`config.mk`:
```
export PLATFORM = sky130hd
export DESIGN_NAME = cmpr_share_arb
export DESIGN_NICKNAME = d
export VERILOG_FILES = /design/src/rtl/cmpr_share_arb.sv
export SDC_FILE = /design/constraint.sdc
export NUM_CORES = 1
export LEC_CHECK = 0
export ABC_AREA = 1
export ABC_CLOCK_PERIOD_IN_PS = 5400
export CAP_MARGIN = 40
export CORE_UTILIZATION = 39
export DETAILED_ROUTE_END_ITERATION = 10
export PLACE_DENSITY = 0.9
export SYNTH_ARGS = -nofsm -noshare
export SYNTH_HDL_FRONTEND = slang
export SYNTH_SLANG_ARGS = --single-unit
```
`constraint.sdc`:
```
create_clock -name clk -period 5.4 [get_ports clk]
set_clock_uncertainty 0.05 [all_clocks]
set_input_delay 1.62 -clock clk [delete_from_list [all_inputs] [get_ports clk]]
set_output_delay 1.62 -clock clk [all_outputs]
set_load 0.03 [all_outputs]
```
`src/rtl/cmpr_share_arb.sv`:
```
// Purpose : round-robin shares one equal/not-equal comparator among NUM_REQ requesters.
// Latency : gnt is combinational in the request cycle; the result is registered one cycle later.
// Backpr. : a held response (rsp_valid && !rsp_ready) blocks all grants; requests wait and rr_ptr holds.
//
// Ports:
//   clk, rst_n            clock, asynchronous active-low reset
//   req/req_op/req_pred   per-requester request, op (1 = neq, 0 = eq) and predicate
//   req_i0/req_i1         packed operands, slice k belongs to requester k
//   gnt                   one-hot grant, same cycle as the accepted request
//   rsp_valid/rsp_ready   one-deep response slot handshake
//   rsp_id/rsp_o0/rsp_enable  granted requester index, zero-extended result, registered predicate
module cmpr_share_arb #(
    parameter int NUM_REQ  = 4,
    parameter int WIDTH    = 4,
    parameter int ID_WIDTH = 2
) (
    input  logic                       clk,
    input  logic                       rst_n,
    input  logic [NUM_REQ-1:0]         req,
    input  logic [NUM_REQ*WIDTH-1:0]   req_i0,
    input  logic [NUM_REQ*WIDTH-1:0]   req_i1,
    input  logic [NUM_REQ-1:0]         req_op,
    input  logic [NUM_REQ-1:0]         req_pred,
    output logic [NUM_REQ-1:0]         gnt,
    output logic                       rsp_valid,
    input  logic                       rsp_ready,
    output logic [ID_WIDTH-1:0]        rsp_id,
    output logic [WIDTH-1:0]           rsp_o0,
    output logic                       rsp_enable
);

    localparam logic [ID_WIDTH:0]   NREQ_EXT = (ID_WIDTH+1)'(NUM_REQ);
    localparam logic [ID_WIDTH-1:0] LAST_ID  = ID_WIDTH'(NUM_REQ-1);

    logic [ID_WIDTH-1:0] rr_ptr;
    logic [ID_WIDTH-1:0] gnt_idx;
    logic [ID_WIDTH-1:0] scan_idx;
    logic [ID_WIDTH:0]   scan_sum;
    logic                gnt_any;
    logic                can_issue;
    logic [WIDTH-1:0]    sel_i0;
    logic [WIDTH-1:0]    sel_i1;
    logic                sel_op;
    logic                sel_pred;
    logic                outt;

    // The slot can take a new result if it is empty or being drained this cycle.
    assign can_issue = !rsp_valid || rsp_ready;

    // Scan requesters starting at rr_ptr, wrapping at NUM_REQ; first hit wins.
    // The extra sum bit keeps rr_ptr + i from overflowing before the wrap.
    // rst_n is included so no grant is ever shown while reset is held.
    always_comb begin
        gnt      = '0;
        gnt_idx  = '0;
        gnt_any  = 1'b0;
        scan_sum = '0;
        scan_idx = '0;
        if (rst_n && can_issue) begin
            for (int i = 0; i < NUM_REQ; i++) begin
                scan_sum = {1'b0, rr_ptr} + (ID_WIDTH+1)'(i);
                if (scan_sum >= NREQ_EXT) begin
                    scan_sum = scan_sum - NREQ_EXT;
                end
                scan_idx = scan_sum[ID_WIDTH-1:0];
                if (!gnt_any && req[scan_idx]) begin
                    gnt_any = 1'b1;
                    gnt_idx = scan_idx;
                end
            end
        end
        if (gnt_any) begin
            gnt[gnt_idx] = 1'b1;
        end
    end

    // Operand mux onto the single shared comparator.
    always_comb begin
        sel_i0   = '0;
        sel_i1   = '0;
        sel_op   = 1'b0;
        sel_pred = 1'b0;
        for (int k = 0; k < NUM_REQ; k++) begin
            if (gnt_idx == ID_WIDTH'(k)) begin
                sel_i0   = req_i0[k*WIDTH +: WIDTH];
                sel_i1   = req_i1[k*WIDTH +: WIDTH];
                sel_op   = req_op[k];
                sel_pred = req_pred[k];
            end
        end
    end

    assign outt = sel_op ? (sel_i0 != sel_i1) : (sel_i0 == sel_i1);

    // Round-robin pointer: moves just past the winner, holds otherwise.
    always_ff @(posedge clk or negedge rst_n) begin
        if (!rst_n) begin
            rr_ptr <= '0;
        end else if (gnt_any) begin
            rr_ptr <= (gnt_idx == LAST_ID) ? '0 : gnt_idx + 1'b1;
        end
    end

    // Response slot: a grant overwrites it (no bubble even while draining),
    // a drain without a grant only clears valid and leaves the data fields.
    always_ff @(posedge clk or negedge rst_n) begin
        if (!rst_n) begin
            rsp_valid  <= 1'b0;
            rsp_id     <= '0;
            rsp_o0     <= '0;
            rsp_enable <= 1'b0;
        end else if (gnt_any) begin
            rsp_valid  <= 1'b1;
            rsp_id     <= gnt_idx;
            rsp_o0     <= WIDTH'(outt);
            rsp_enable <= sel_pred;
        end else if (rsp_valid && rsp_ready) begin
            rsp_valid  <= 1'b0;
        end
    end

endmodule

```
* Word level (Yosys, flattened, before mapping)
Index checks and enable logic that the tools add are counted.
** Storage, ports and cells
- Logic and storage cells :: 93
- Register bits :: 7
- Output and inout port bits :: 12
- Input bits :: 47
** Cells by class
- Multiplexer cells :: 52
- Reductions and logical operators :: 13
- Equality and inequality tests :: 5
- $add $sub $neg :: 8
- Order comparisons :: 10
** Operators with widths (count)
- $mux 4 :: 9
- $mux 2 :: 14
- $mux 1 :: 24
- $lt 2x3->1 const B :: 5
- $ge 3x3->1 const B :: 3
- $bmux 1 s2 :: 4
- $sub 2x1->2 const B :: 4
- $add 2x2->3 const B :: 2
- $logic_and 1x1->1 :: 6
- $eq 2x2->1 const B :: 2
- $eq 4x4->1 :: 1
- $logic_not 1->1 :: 4
- $ne 4x4->1 :: 1
- $add 2x1->3 const B :: 1
- $ge 2x3->1 const B :: 1
- $add 2x1->2 const B :: 1
- $demux 1 s2 :: 1
- $eq 2x1->1 const B :: 1
- $ge 2x1->1 const B :: 1
- $logic_not 2->1 :: 1
- $reduce_bool 2->1 :: 1
- $logic_or 1x1->1 :: 1

* Longest topological paths before layout
Gate-level depths: netlist of run 1.
- Word-level depth :: 27
- Gate-level depth with buffers :: 24
- Gate-level depth less buffers :: 23

* Least setup slack after synthesis of run 1
Ideal clock, no wire load.
- Path type :: input -> output
- Start :: input port req[2]
- End :: output port gnt[3]
- Cell stages on the path :: 13
- Arrival time :: 3145 ps
- Required time :: 3730 ps
- Slack :: 585 ps
- Path through :: inv_1 o21ai_1 and2_1 a21oi_1 nand2_1 nand2_1 nand2_1 nand2_1 nand2_1 inv_1 ha_1 inv_1 nor2_1
** Between the ends
- Cells in the longest elaborated chain, start to end :: 21
- Elaborated cells on any way between the ends :: 33
- Classes of those cells :: 2 x order compare; 24 x mux; 7 x reduce/logical
** Ends and longest elaborated chain
- start: declaration :: line 19 : input logic [NUM_REQ-1:0] req,
- $bmux 1 s2 :: line 66 : if (!gnt_any && req[scan_idx]) begin
- $mux 1 (implied by the code) :: line 66
- $mux 1 :: line 66
- $mux 1 :: line 59 : if (rst_n && can_issue) begin
- $logic_not 1->1 :: line 66
- $logic_and 1x1->1 :: line 66
- $mux 1 :: line 66
- $mux 1 :: line 59
- [6 not listed]
- $mux 2 (*) :: line 66
- $mux 2 (*) :: line 59
- named net gnt_idx[0] :: line 36 : logic [ID_WIDTH-1:0] gnt_idx;
- $lt 2x3->1 (implied by the code) / $ge 2x1->1 (equally long branches) :: line 73 : gnt[gnt_idx] = 1'b1;
- $logic_and 1x1->1 (implied by the code) :: line 73
- $mux 1 (implied by the code) :: line 73
- $demux 1 s2 (*) :: line 73
- $mux 4 (*) :: line 72 : if (gnt_any) begin
- end: declaration :: line 24 : output logic [NUM_REQ-1:0] gnt,
The timed path passes the listed nets; every way through them passes the cells marked *. The select of a mux whose other input is x is not followed.

* Worst setup path in the final report of run 1
- Start :: input port req[3]
- End :: output port gnt[2]
Same word-level chain as after synthesis.

==> results of run 1 <==
-- cells by family (layout without fill, tap and decap cells) --
family	count (synthesis)	after routing
simple gates	86	86
buf+inv	32	89
xor+xnor	8	8
other cells	1	3
fa+ha+maj	4	4
compound gates	22	22
flops	7	7
-- power groups by stage --
stage	registers (W)	clock network (W)	logic, W
detailed placement	0.000102	0	0.000502
floorplan	0.000125	0	0.000343
global route	0.000106	0.0000538	0.000587
CTS	0.000101	0.0000502	0.000504
global placement	0.000102	0	0.000493
finish	0.000102	0.0000482	0.000524
-- flip-flops by register name, indices dropped and copies added (netlist names) --
signal,count
rr_ptr,2
rsp_enable,1
rsp_id,2
rsp_o0,1
rsp_valid,1
-- through the flow --
step	TNS, ns	power [W]	util, %	hold WS [ns]
3_5_place_dp	0	0.000604	66.8	0.415
6_report	0	0.000674	69.1	0.428
2_1_floorplan	0	0.000468	-	0.534
3_3_place_gp	0	0.000595	66.8	0.411
5_1_grt	-0.00652	0.000746	69.1	0.448
4_1_cts	0	0.000656	68.0	0.429
-- worst paths after layout --
check | start | to | slack [ns] | depth (start not counted)
setup reg to reg | rr_ptr[0]$_DFFE_PN0P_ | rsp_o0[0]$_DFFE_PN0P_ | 2.74 | 20
max in group asynchronous | rst_n | rr_ptr[1]$_DFFE_PN0P_ | 3.53 | 2
setup / recovery | req[3] | gnt[2] | 0.16 | 15
hold reg to reg | rsp_id[1]$_DFFE_PN0P_ | rsp_id[1]$_DFFE_PN0P_ | 0.43 | 2
hold / removal | rsp_id[1]$_DFFE_PN0P_ | rsp_id[1]$_DFFE_PN0P_ | 0.43 | 2
min in group asynchronous | rst_n | rsp_o0[0]$_DFFE_PN0P_ | 1.65 | 2
-- area by class of cell --
type                            count  share of cell area, %
Timing Repair Buffer               58                   36.5
Sequential cell                     7                   11.3
Clock inverter                      1                  0.324
Multi-Input combinational cell    123                   41.6
Tap cell                           28                   2.27
Inverter                           27                   6.56
Clock buffer                        3                   1.46
-- tightest hold or removal path, cell delays in order (launching register included) --
cell and delay (ns):
dfrtp_1 0.34, nand2_1 0.06, nand2_1 0.05
-- cells in the final DEF (no fill, tap or decap), drive strengths merged --
master	Yosys	routed
o21ai	14	14
clkbuf	0	3
conb	1	3
dfrtp	7	7
nand3	12	12
xor2	3	3
o21a	1	1
nand4	1	1
nand2	55	55
and2	1	1
buf	5	7
or2	1	1
clkdlybuf4s50	0	51
a22oi	1	1
a21oi	6	6
nor3	1	1
clkinv	0	1
inv	27	27
nor2	15	15
ha	4	4
xnor2	5	5
-- routing by layer --
metal | global-route usage (%) | vias up
met3 | 6.25 | 6
li1 | - | 604
met1 | 20.8 | 458
met5 | 0 | -
met2 | 34.9 | 34
met4 | 9.26 | 0
==> metrics.md, run 1 <==
| Metric | Value |
|---|---|
| Status | completed |
| Leakage power figure | 0.795 nW |
| First-pass GRT wire length | 3.78 mm |
| Synth top area share | 21.4% |
| Gr usage total | about a fifth |
| Post-Synth Simple-Gate Area | 38.6% |
| CP endpoint kind | output pin |
| N_diodes | 0 |
| Fmax | 191 MHz |
| Initial antenna violation count | 0 |
| Clock Latency Late Sink | 0.26 ns |
| Maxcap violations | 0 |
| Required @ worst endpoint | 3.73 ns |
| Largest family of logic cells by synthesized area | simple AND/OR/NAND/NOR gates |
| Synth Area per Inst | 5.82 um^2 |
| GPL Wtd Cong | just under 0.8 |
| Crit path time final | 5.24 ns |
| Register bit count reported by yosys | 7 |
| Vias per Instance | between 4 and 5 |
| Buffers on Ports | 55 |
| Final setup margin | 0.160 ns |
| Final WL | about 2.4 mm |
| Crit path cell chain | clkdlybuf4s50_1 -> nand2_1 -> o21ai_1 -> and2_1 -> a21oi_1 -> nand2_2 -> inv_1 -> nand2_1 -> nand3_1 -> nand2_2 -> inv_1 -> ha_1 -> inv_2 -> nor2_1 -> buf_4 |
| Dominant cell type by area after synthesis | nand2_1 |
| Vias in the first global route | approximately 960 |
| Residual DRC | 0 |
| Fin area | ~0.0015 mm^2 |
| Largest net degree at the start of global routing | 12 |
| Sw Ratio | between 50% and 60% |
| Hold_buf cts | 0 |
| WP buf/inv | 5 |
| Mux contribution to synthesized area | 0% |
| Post-synth ARST share | between 90% and 100% |
| Post-synthesis sequential area ratio | a little under a fifth |
| Post-synth top cells | nand2_1, inv_1, nor2_1, nand3_1, o21ai_0 |
| Sequential share of power | between 10% and 20% |
| Worst path top cell family by delay | buffers and inverters |
| Final setup viols | 0 |
| Synth Area in XOR/XNOR | 8.33% |
| Switch Pwr | 0.000357 W |
| Met3 wire length | 122 um |
| Rows | 17 |
| Register Area | 175 um^2 |
| Layout cells sized above 1 | between 10% and 20% |
| Crit path launch type | primary input |
| Adder-Cell Fraction of Synth Area | ~5.4% |
| Pre-CTS setup slack | 0.114 ns |
| Main flop type after synthesis | dfrtp_1 |
| Reg clk slew, reported paths | 0.05 ns |
| Most common cell in the netlist | nand2_1 |
| Largest stage delay on the critical path | roughly 0.41 ns |
| Starting Density | between 40% and 50% |
| Number of synthesized flops with an enable pin | 0 |
| Power per cell area | 437 mW/mm^2 |
| Cts repair resizes | 0 |
| Layout Nets | 271 |
| Root Buffer | clkbuf_4 |
| Die height | 50.9 um |
| Sinks on Clock Net | 7 |
| Met2 wire len | 1.16 mm |
| Synth-to-layout area growth | 65.9% |
| Slew Limit Fails | 0 |
| DRT antenna net count | 0 |
| I/O Pins | 59 |
| Peak VDD IR | 310 uV |
| TritonRoute pass-1 iters | 4 |
| Distinct cells, synth | 25 |
| Hold Path Class | reg -> reg |
| Post-Layout Cell Count | 247 |
| Slowest stage cell, crit path | clkdlybuf4s50_1 |
| Max clock buf depth | 2 |
| Post-CTS setup buffer count | 0 |
| Die X | 50.9 um |
| Placed inst area | 0.00149 mm^2 |
| Die area | 0.00259 mm^2 |
| Inst Count DP | around 240 |
| Cell Int Power | 0.000317 W |
| Top Metal Used | met4 |
| Clock share of power | 7.2% |
| Core area | ~0.0022 mm^2 |
| Gate count of the mapped netlist | 160 |
| YS warnings | 0 |
| Fill count | around 200 |
| Detailed-route via count | 1102 |
| CTS H-tree depth | 1 |
| Dominant cells by area after synthesis | nand2_1, dfrtp_1, inv_1, nand3_1, nor2_1 |
| Post-DP HPWL | between 2 and 2.5 mm |
| CTS buffer count | 3 |
| Period utilisation layout | a little over nine tenths |
| 1st-iter DRT viols | 13 |
| Hold Vio Cnt, Final | 0 |
| Routed WL per cell | 9.55 um |
| GR Overflow Total | 0 |
| Multi-input logic area | 642 um^2 |
| M1 WL | 1.03 mm |
| Cell area after synthesis | 931 um^2 |
| Kind of critical path | in -> out |
| Worst-path fanout max | 5 |
| Worst EP arrival | roughly 3.6 ns |
| Synth Area in Compound Gates | between 10% and 20% |
| Combinational share of power | between 70% and 80% |
| CTS tree | built |
No activity file was read; power rests on OpenSTA's default activity.
==> inputs of run 2 (changes only) <==
Settings changed: ABC_CLOCK_PERIOD_IN_PS 5400 to not set.
==> results of run 2 <==
No change in the layout: final DEF, timing and power equal those of run 1.
